$ cat src/rtl/shift_seq_ctrl.sv
// Round-robin controller that loads one of two W-bit patterns and streams it
// MSB-first to a serial shift register, one strobe every DIV clocks.
module shift_seq_ctrl #(
    parameter int W   = 8,
    parameter int DIV = 4
) (
    input  logic         clk,
    input  logic         reset,
    input  logic [1:0]   req,
    input  logic [W-1:0] data0,
    input  logic [W-1:0] data1,
    input  logic         stall,
    output logic [1:0]   gnt,
    output logic         busy,
    output logic         shift_en,
    output logic         shift_din,
    output logic [1:0]   done
);

    localparam int CW = (DIV > 1) ? $clog2(DIV) : 1;
    localparam int BW = $clog2(W);
    localparam logic [CW-1:0] CNT_LAST = CW'(DIV - 1);
    localparam logic [BW-1:0] BIT_LAST = BW'(W - 1);

    typedef enum logic [1:0] {
        S_IDLE  = 2'd0,
        S_SHIFT = 2'd1,
        S_DONE  = 2'd2
    } state_t;

    state_t         state_q, state_d;
    logic [1:0]     gnt_q, gnt_d;
    logic [1:0]     done_q, done_d;
    logic           en_q, en_d;
    logic           din_q, din_d;
    logic [CW-1:0]  cnt_q, cnt_d;
    logic [BW-1:0]  bitcnt_q, bitcnt_d;
    logic [W-1:0]   buf_q, buf_d;
    // 1 means requester 1 was granted last, so requester 0 wins a tie
    logic           last_q, last_d;
    logic           win;

    always_ff @(posedge clk or posedge reset) begin
        if (reset) begin
            state_q  <= S_IDLE;
            gnt_q    <= 2'b00;
            done_q   <= 2'b00;
            en_q     <= 1'b0;
            din_q    <= 1'b0;
            cnt_q    <= '0;
            bitcnt_q <= '0;
            buf_q    <= '0;
            last_q   <= 1'b1;
        end else begin
            state_q  <= state_d;
            gnt_q    <= gnt_d;
            done_q   <= done_d;
            en_q     <= en_d;
            din_q    <= din_d;
            cnt_q    <= cnt_d;
            bitcnt_q <= bitcnt_d;
            buf_q    <= buf_d;
            last_q   <= last_d;
        end
    end

    always_comb begin
        state_d  = state_q;
        gnt_d    = gnt_q;
        done_d   = 2'b00;
        en_d     = 1'b0;
        din_d    = din_q;
        cnt_d    = cnt_q;
        bitcnt_d = bitcnt_q;
        buf_d    = buf_q;
        last_d   = last_q;
        win      = (req == 2'b11) ? ~last_q : req[1];

        case (state_q)
            S_IDLE: begin
                if (req != 2'b00) begin
                    gnt_d    = win ? 2'b10 : 2'b01;
                    buf_d    = win ? data1 : data0;
                    cnt_d    = '0;
                    bitcnt_d = '0;
                    state_d  = S_SHIFT;
                end
            end
            S_SHIFT: begin
                if (cnt_q == CNT_LAST && !stall) begin
                    en_d     = 1'b1;
                    din_d    = buf_q[W-1];
                    buf_d    = {buf_q[W-2:0], 1'b0};
                    cnt_d    = '0;
                    bitcnt_d = bitcnt_q + 1'b1;
                    // Last strobe: done is registered so it lines up with this pulse
                    if (bitcnt_q == BIT_LAST) begin
                        state_d = S_DONE;
                        done_d  = gnt_q;
                    end
                end else if (!stall) begin
                    cnt_d = cnt_q + 1'b1;
                end
            end
            S_DONE: begin
                last_d  = gnt_q[1];
                gnt_d   = 2'b00;
                state_d = S_IDLE;
            end
            default: begin
                gnt_d   = 2'b00;
                state_d = S_IDLE;
            end
        endcase
    end

    assign gnt       = gnt_q;
    assign busy      = (state_q != S_IDLE);
    assign shift_en  = en_q;
    assign shift_din = din_q;
    assign done      = done_q;

endmodule

$ cat config.mk
export PLATFORM = sky130hd
export DESIGN_NAME = shift_seq_ctrl
export DESIGN_NICKNAME = d
export VERILOG_FILES = /design/src/rtl/shift_seq_ctrl.sv
export SDC_FILE = /design/constraint.sdc
export NUM_CORES = 1
export LEC_CHECK = 0
export BUFFER_PORTS_ARGS = -buffer_cell sky130_fd_sc_hd__buf_2
export CORE_ASPECT_RATIO = 0.8
export CORE_MARGIN = 2
export CORE_UTILIZATION = 35
export CTS_BUF_LIST = sky130_fd_sc_hd__clkbuf_16
export CTS_CLUSTER_SIZE = 28
export DETAILED_ROUTE_END_ITERATION = 8
export HOLD_SLACK_MARGIN = 0.15
export SETUP_SLACK_MARGIN = 0.4
export SLEW_MARGIN = 30
export SYNTH_ARGS = -nofsm -noshare
export SYNTH_HDL_FRONTEND = slang
export SYNTH_SLANG_ARGS = --single-unit
$ cat constraint.sdc
create_clock -name clk -period 1.47 [get_ports clk]
set_input_delay 0.147 -clock clk [delete_from_list [all_inputs] [get_ports clk]]
set_output_delay 0.147 -clock clk [all_outputs]
set_load 0.02 [all_outputs]
# ---- After elaboration in Yosys (flattened, before gate mapping)
# Cells that the tools add are included.
dict set report word_totals {
  elab_cells 57
  in_bits 21
  ff_bits 22
  output_inout_bits 7
}
dict set report op_classes {
  muxes 24
  eq_ne 9
  add_sub_neg 2
  reduce_logical 11
  bitwise 2
}
# cell count
set ops {}
lappend ops {{8-bit two-way mux} 3}
lappend ops {{2-bit two-way mux} 11}
lappend ops {{8-bit one-hot mux with 2 select lines} 1}
lappend ops {{2-bit one-hot mux with 2 select lines} 3}
lappend ops {{3-bit AND reduction} 3}
lappend ops {{2-bit == test, second input constant} 3}
lappend ops {{3-bit two-way mux} 2}
lappend ops {{2-bit inequality test, second input constant} 3}
lappend ops {{3-bit one-hot mux with 2 select lines} 1}
lappend ops {{2-bit nonzero test} 3}
lappend ops {{2-bit AND reduction} 2}
lappend ops {{3-bit by 1-bit adder with 3-bit output, second input constant} 1}
lappend ops {{3-bit == test, second input constant} 1}
lappend ops {{1-bit two-way mux} 3}
lappend ops {{3-bit inequality test, second input constant} 1}
lappend ops {{2-bit by 1-bit adder with 2-bit output, second input constant} 1}
lappend ops {{2-bit by 1-bit == test with 1-bit output, second input constant} 1}
lappend ops {{2-bit zero test} 1}
lappend ops {{1-bit inverter} 2}
lappend ops {{1-bit logical AND} 1}
lappend ops {{1-bit zero test} 1}

# ---- Longest topological paths before layout
dict set report depth {
  ltp_word 5
  ltp_mapped 5
  mapped_depth_nobuf 5
}

# ---- Worst setup path before layout
# Ideal clock, no wire load.
dict set report synth_timing {
  path_type {reg-to-reg}
  startpoint {register cnt_q[0]}
  endpoint {register din_q, in the netlist shift_din}
  path_buffers 1
  stages_incl_launch_ff 5
  slack_ns 0.177
  required_time_ns 1.342
  arrival_ns 1.165
  setup_ns 0.128
  path_cell_list {dfrtp_1 -> ha_1 -> nand4bb_1 -> buf_6 -> mux2_1}
}
dict set report synth_via {
  elab_chain_cells 3
}
# element line_no
set synth_rtl {}
lappend synth_rtl {{start, declared} 36} ;# logic [CW-1:0] cnt_q, cnt_d;
lappend synth_rtl {{start signal, assigned} 60} ;# cnt_q <= cnt_d;
lappend synth_rtl {{2-bit == test} 90} ;# if (cnt_q == CNT_LAST && !stall) begin
lappend synth_rtl {{1-bit logical AND} 90}
lappend synth_rtl {{2-bit AND reduction (no line)} n/a}
lappend synth_rtl {{end signal, assigned} 59} ;# din_q <= din_d;
lappend synth_rtl {{end, declared} 35} ;# logic din_q, din_d;
# No other way between the ends.
# A chain may end at the register's enable or synchronous reset.

# ---- Worst setup path in the final report
dict set report layout_timing {
  startpoint {register cnt_q[1]}
  endpoint {register bitcnt_q[0]}
}
dict set report layout_via {
  elab_chain_cells 4
}
# element line_no
set layout_rtl {}
lappend layout_rtl {{2-bit == test} 90}
lappend layout_rtl {{1-bit logical AND} 90}
lappend layout_rtl {{2-bit inequality test (no line)} n/a}
lappend layout_rtl {{3-bit AND reduction (no line)} n/a}
lappend layout_rtl {{end signal, assigned} 61} ;# bitcnt_q <= bitcnt_d;
lappend layout_rtl {{end, declared} 37} ;# logic [BW-1:0] bitcnt_q, bitcnt_d;
# No other way between the ends.

==> impl_metrics.py <==
metrics = {
    "timing": {
        "period_share": 0.929,
        "setup_viol": 0,
        "fin_hold_ws_ns": 0.219,
        "hold_violations": 0,
        "slew_violations": 0,
        "min_period_ns": 1.36,
        "tns_ns": 0,
        "tightest_slew_ns": 0.405,
        "rsz0062_at_grt": "yes",
        "skew_ns": 0.00248,
        "max_freq_mhz": 733,
        "fin_ws_ns": 0.105,
        "max_slew_margin": 0.729,
    },
    "place": {
        "dp_hpwl_mm": 2.13,
        "io_buffer_count": 27,
        "pre_cts_slack_ns": -0.0177,
        "gp_congestion": 0.758,
    },
    "power": {
        "internal_power_uw": 1640,
        "seq_power_share": 0.394,
        "leakage_uw": 0.000884,
        "clkPwrFrac": 0.244,
        "comb_power_share": 0.362,
        "swShare": 0.317,
        "p_per_area_nw_per_um2": 1280,
        "ir_worst_vdd_mv": 0.765,
        "power_switching_uw": 759,
        "total_power_uw": 2400,
    },
    "clock_network": {
        "clockBufferDepth": 2,
        "numClockSinks": 22,
        "root_buffer": "clkbuf_16",
        "path_clk_slew_ns": 0.06,
        "insertion_delay_ns": 0.26,
        "cts_made_buffers": 3,
        "cts_tree": "built",
        "htreeDepth": 1,
    },
    "flow_run": {
        "drv_cap": 0,
    },
    "detailed_routing": {
        "vias": 1123,
        "wl_per_cell_um": 16.8,
        "ant_nets": 0,
        "vias_per_cell": 5.48,
        "drt_pre_antenna_iters": 4,
        "drtIter0Drc": 64,
        "wl_mm": 3.44,
        "route.detailed.drc": 0,
    },
    "die": {
        "floorplan.die_area_um2": 4350,
        "rows": 20,
        "initial_utilization": 0.360,
        "dieHeight_um": 59.4,
        "core_um2": 3730,
        "io_pins": 28,
        "die_w_um": 73.2,
    },
    "synth": {
        "synth_seq_cells": 22,
        "syn_area_um2": 1340,
        "synth_top_area_cell": "dfrtp_1",
        "syn_inst": 115,
        "async_flop_share": 1.00,
        "yosys_warnings": 0,
        "avgSynthCellArea_um2": 11.7,
        "yosys-top-cells-area": "dfrtp_1 39%, o211ai_2 8.4%, nor3_1 5.2%",
        "synth_edf_count": 0,
        "yosysSeqAreaShare": 0.411,
        "synth_top_flop_cell": "dfrtp_1",
        "synthesis.nets": 139,
        "synth_top_area_share": 0.392,
        "yosys.cell_types.count": 41,
    },
    "setup_path": {
        "crit_chain": "ha_4 > and3b_2 > o21ai_4 > mux2_2",
        "cp_slowest_cell": "dfrtp_1",
        "startpoint_type": "flop",
        "cp_slowest_stage_delay_ns": 0.39,
        "crit_type": "flop to flop",
        "required_ns": 1.61,
        "crit_buf_inv": 0,
        "r2r_slack_ns": 0.11,
        "worstSetupEndpoint": "bitcnt_q[0]",
        "cp-end-kind": "flop",
        "path_delay_family": "flip-flops",
        "crit_path_max_fanout": 8,
        "startpoint": "cnt_q[1]",
        "worst-path-stages": 4,
        "reg2reg_to": "bitcnt_q[0]",
        "rr_worst_depth": 4,
        "arrival_ns": 1.51,
        "r2r_start": "cnt_q[1]",
    },
    "grt": {
        "grt_pass1_vias": 1110,
        "antenna_found_initial": 0,
        "grt_overflow": 0,
        "grt_pass1_wl_mm": 5.45,
        "grt_max_degree": 23,
        "grt.total_usage": 0.167,
    },
    "finish": {
        "num_antenna_cells": 0,
        "multiInputGateArea_um2": 802,
        "drive_gt1_frac": 0.596,
        "layout.nets": 186,
        "regArea_um2": 554,
        "fillers": 320,
        "area_delta_synth_final_pct": 39.9,
    },
    "run_status": {
        "status": "completed",
    },
    "min_path": {
        "min_path_type": "input port to flop",
    },
}
-- layout by cell type (no fill, tap or decap), drive strengths merged --
master / Yosys / routed
a21bo: 1 / 1
a21boi: 1 / 1
a21oi: 1 / 1
a22o: 4 / 4
a2bb2oi: 1 / 1
a32oi: 1 / 1
and2: 1 / 1
and2b: 1 / 2
and3: 2 / 2
and3b: 1 / 1
buf: 8 / 48
bufinv: 1 / 1
clkbuf: 0 / 3
dfrtp: 21 / 21
dfstp: 1 / 1
dlygate4sd3: 0 / 1
ha: 3 / 3
inv: 3 / 4
mux2: 2 / 2
nand2: 2 / 2
nand2b: 3 / 3
nand3b: 2 / 2
nand4bb: 1 / 1
nor2: 3 / 3
nor3: 14 / 14
nor3b: 1 / 1
o211ai: 14 / 14
o21ai: 4 / 4
o21ba: 2 / 2
o2bb2ai: 1 / 1
o31ai: 7 / 7
or2: 1 / 1
or3b: 7 / 7
-- cell usage after synthesis (2+ instances only) --
master     n
o21ai_0    2
nand2_1    2
nor2_1     2
ha_1       3
buf_6      6
o211ai_2   9
o31ai_1    5
o211ai_1   5
o21ba_1    2
nor3_1    14
and3_1     2
dfrtp_1   21
o31ai_2    2
inv_1      2
or3b_1     6
nand3b_1   2
a22o_1     4
nand2b_1   3
-- per-layer routing --
metal  routed length, um  global-route usage
met4                  49              0.0608
met5                   0                   0
met3                 152              0.0425
met1                1550               0.232
met2                1690               0.252
-- sequential cells by signal (all words and copies together) (netlist names) --
signal,flops
bitcnt_q,3
buf_q,8
cnt_q,2
done,2
gnt,2
last_q,1
shift_din,1
shift_en,1
state_q,2
-- tightest hold or removal path: cells and delay by family --
family / cells / cell delay, ns
buffers and inverters: 1 / 0.08
AO/OA/AOI/OAI: 1 / 0.17
AND/OR/NAND/NOR: 1 / 0.04
-- what timing repair did --
item,CTS,global route
hold endpoints to repair,21,0
hold buffers,1,0
cloned,1,0
setup endpoints to repair,21,22
setup buffers,7,6
pin swaps,3,12
resized for setup,13,30
-- power by group through the flow --
stage          Clock [uW]  Sequential, uW  Combinational (uW)
2_1_floorplan           0             947                 493
3_3_place_gp            0             938                 656
3_5_place_dp            0             938                 677
4_1_cts               597             941                 752
5_1_grt               610             971                 952
6_report              586             945                 869
-- through the flow --
step / instance area, um^2 / instances / util
after floorplan: 1350 / 115 / -
after detailed placement: 1520 / 186 / 0.407
after CTS: 1710 / 199 / 0.459
after global routing: 1880 / 205 / 0.503
after global placement: 1520 / 186 / 0.407
final: 1880 / 205 / 0.503
-- cells by family (layout without fill, tap and decap cells) --
family / after synthesis / count (layout) / synth area share
DFF: 22 / 22 / 0.411
adders and majority gates: 3 / 3 / 0.0280
buffers and inverters: 12 / 57 / 0.0905
muxes: 2 / 2 / 0.0168
and+or+nand+nor: 39 / 40 / 0.191
AOI/OAI and AO/OA: 37 / 37 / 0.262
-- area by class of cell --
type	count	area share
clock buffer	3	0.0400
clock inverter	1	0.00200
inverter	4	0.0233
multi-input combinational	82	0.427
sequential	22	0.295
tap	44	0.0293
timing repair buffer	49	0.183
-- worst min-delay path by stage --
stage,depth (start not counted),slack [ns],end,start
6_report,3,0.22,buf_q[5],data1[5]
5_1_grt,3,0.24,buf_q[5],data1[5]
4_1_cts,3,0.21,buf_q[0],data1[0]
3_5_place_dp,3,0.20,bitcnt_q[2],reset
3_3_place_gp,3,0.20,bitcnt_q[1],reset
2_1_floorplan,1,0.14,bitcnt_q[0],reset
Power figures use the tool's default switching activity.
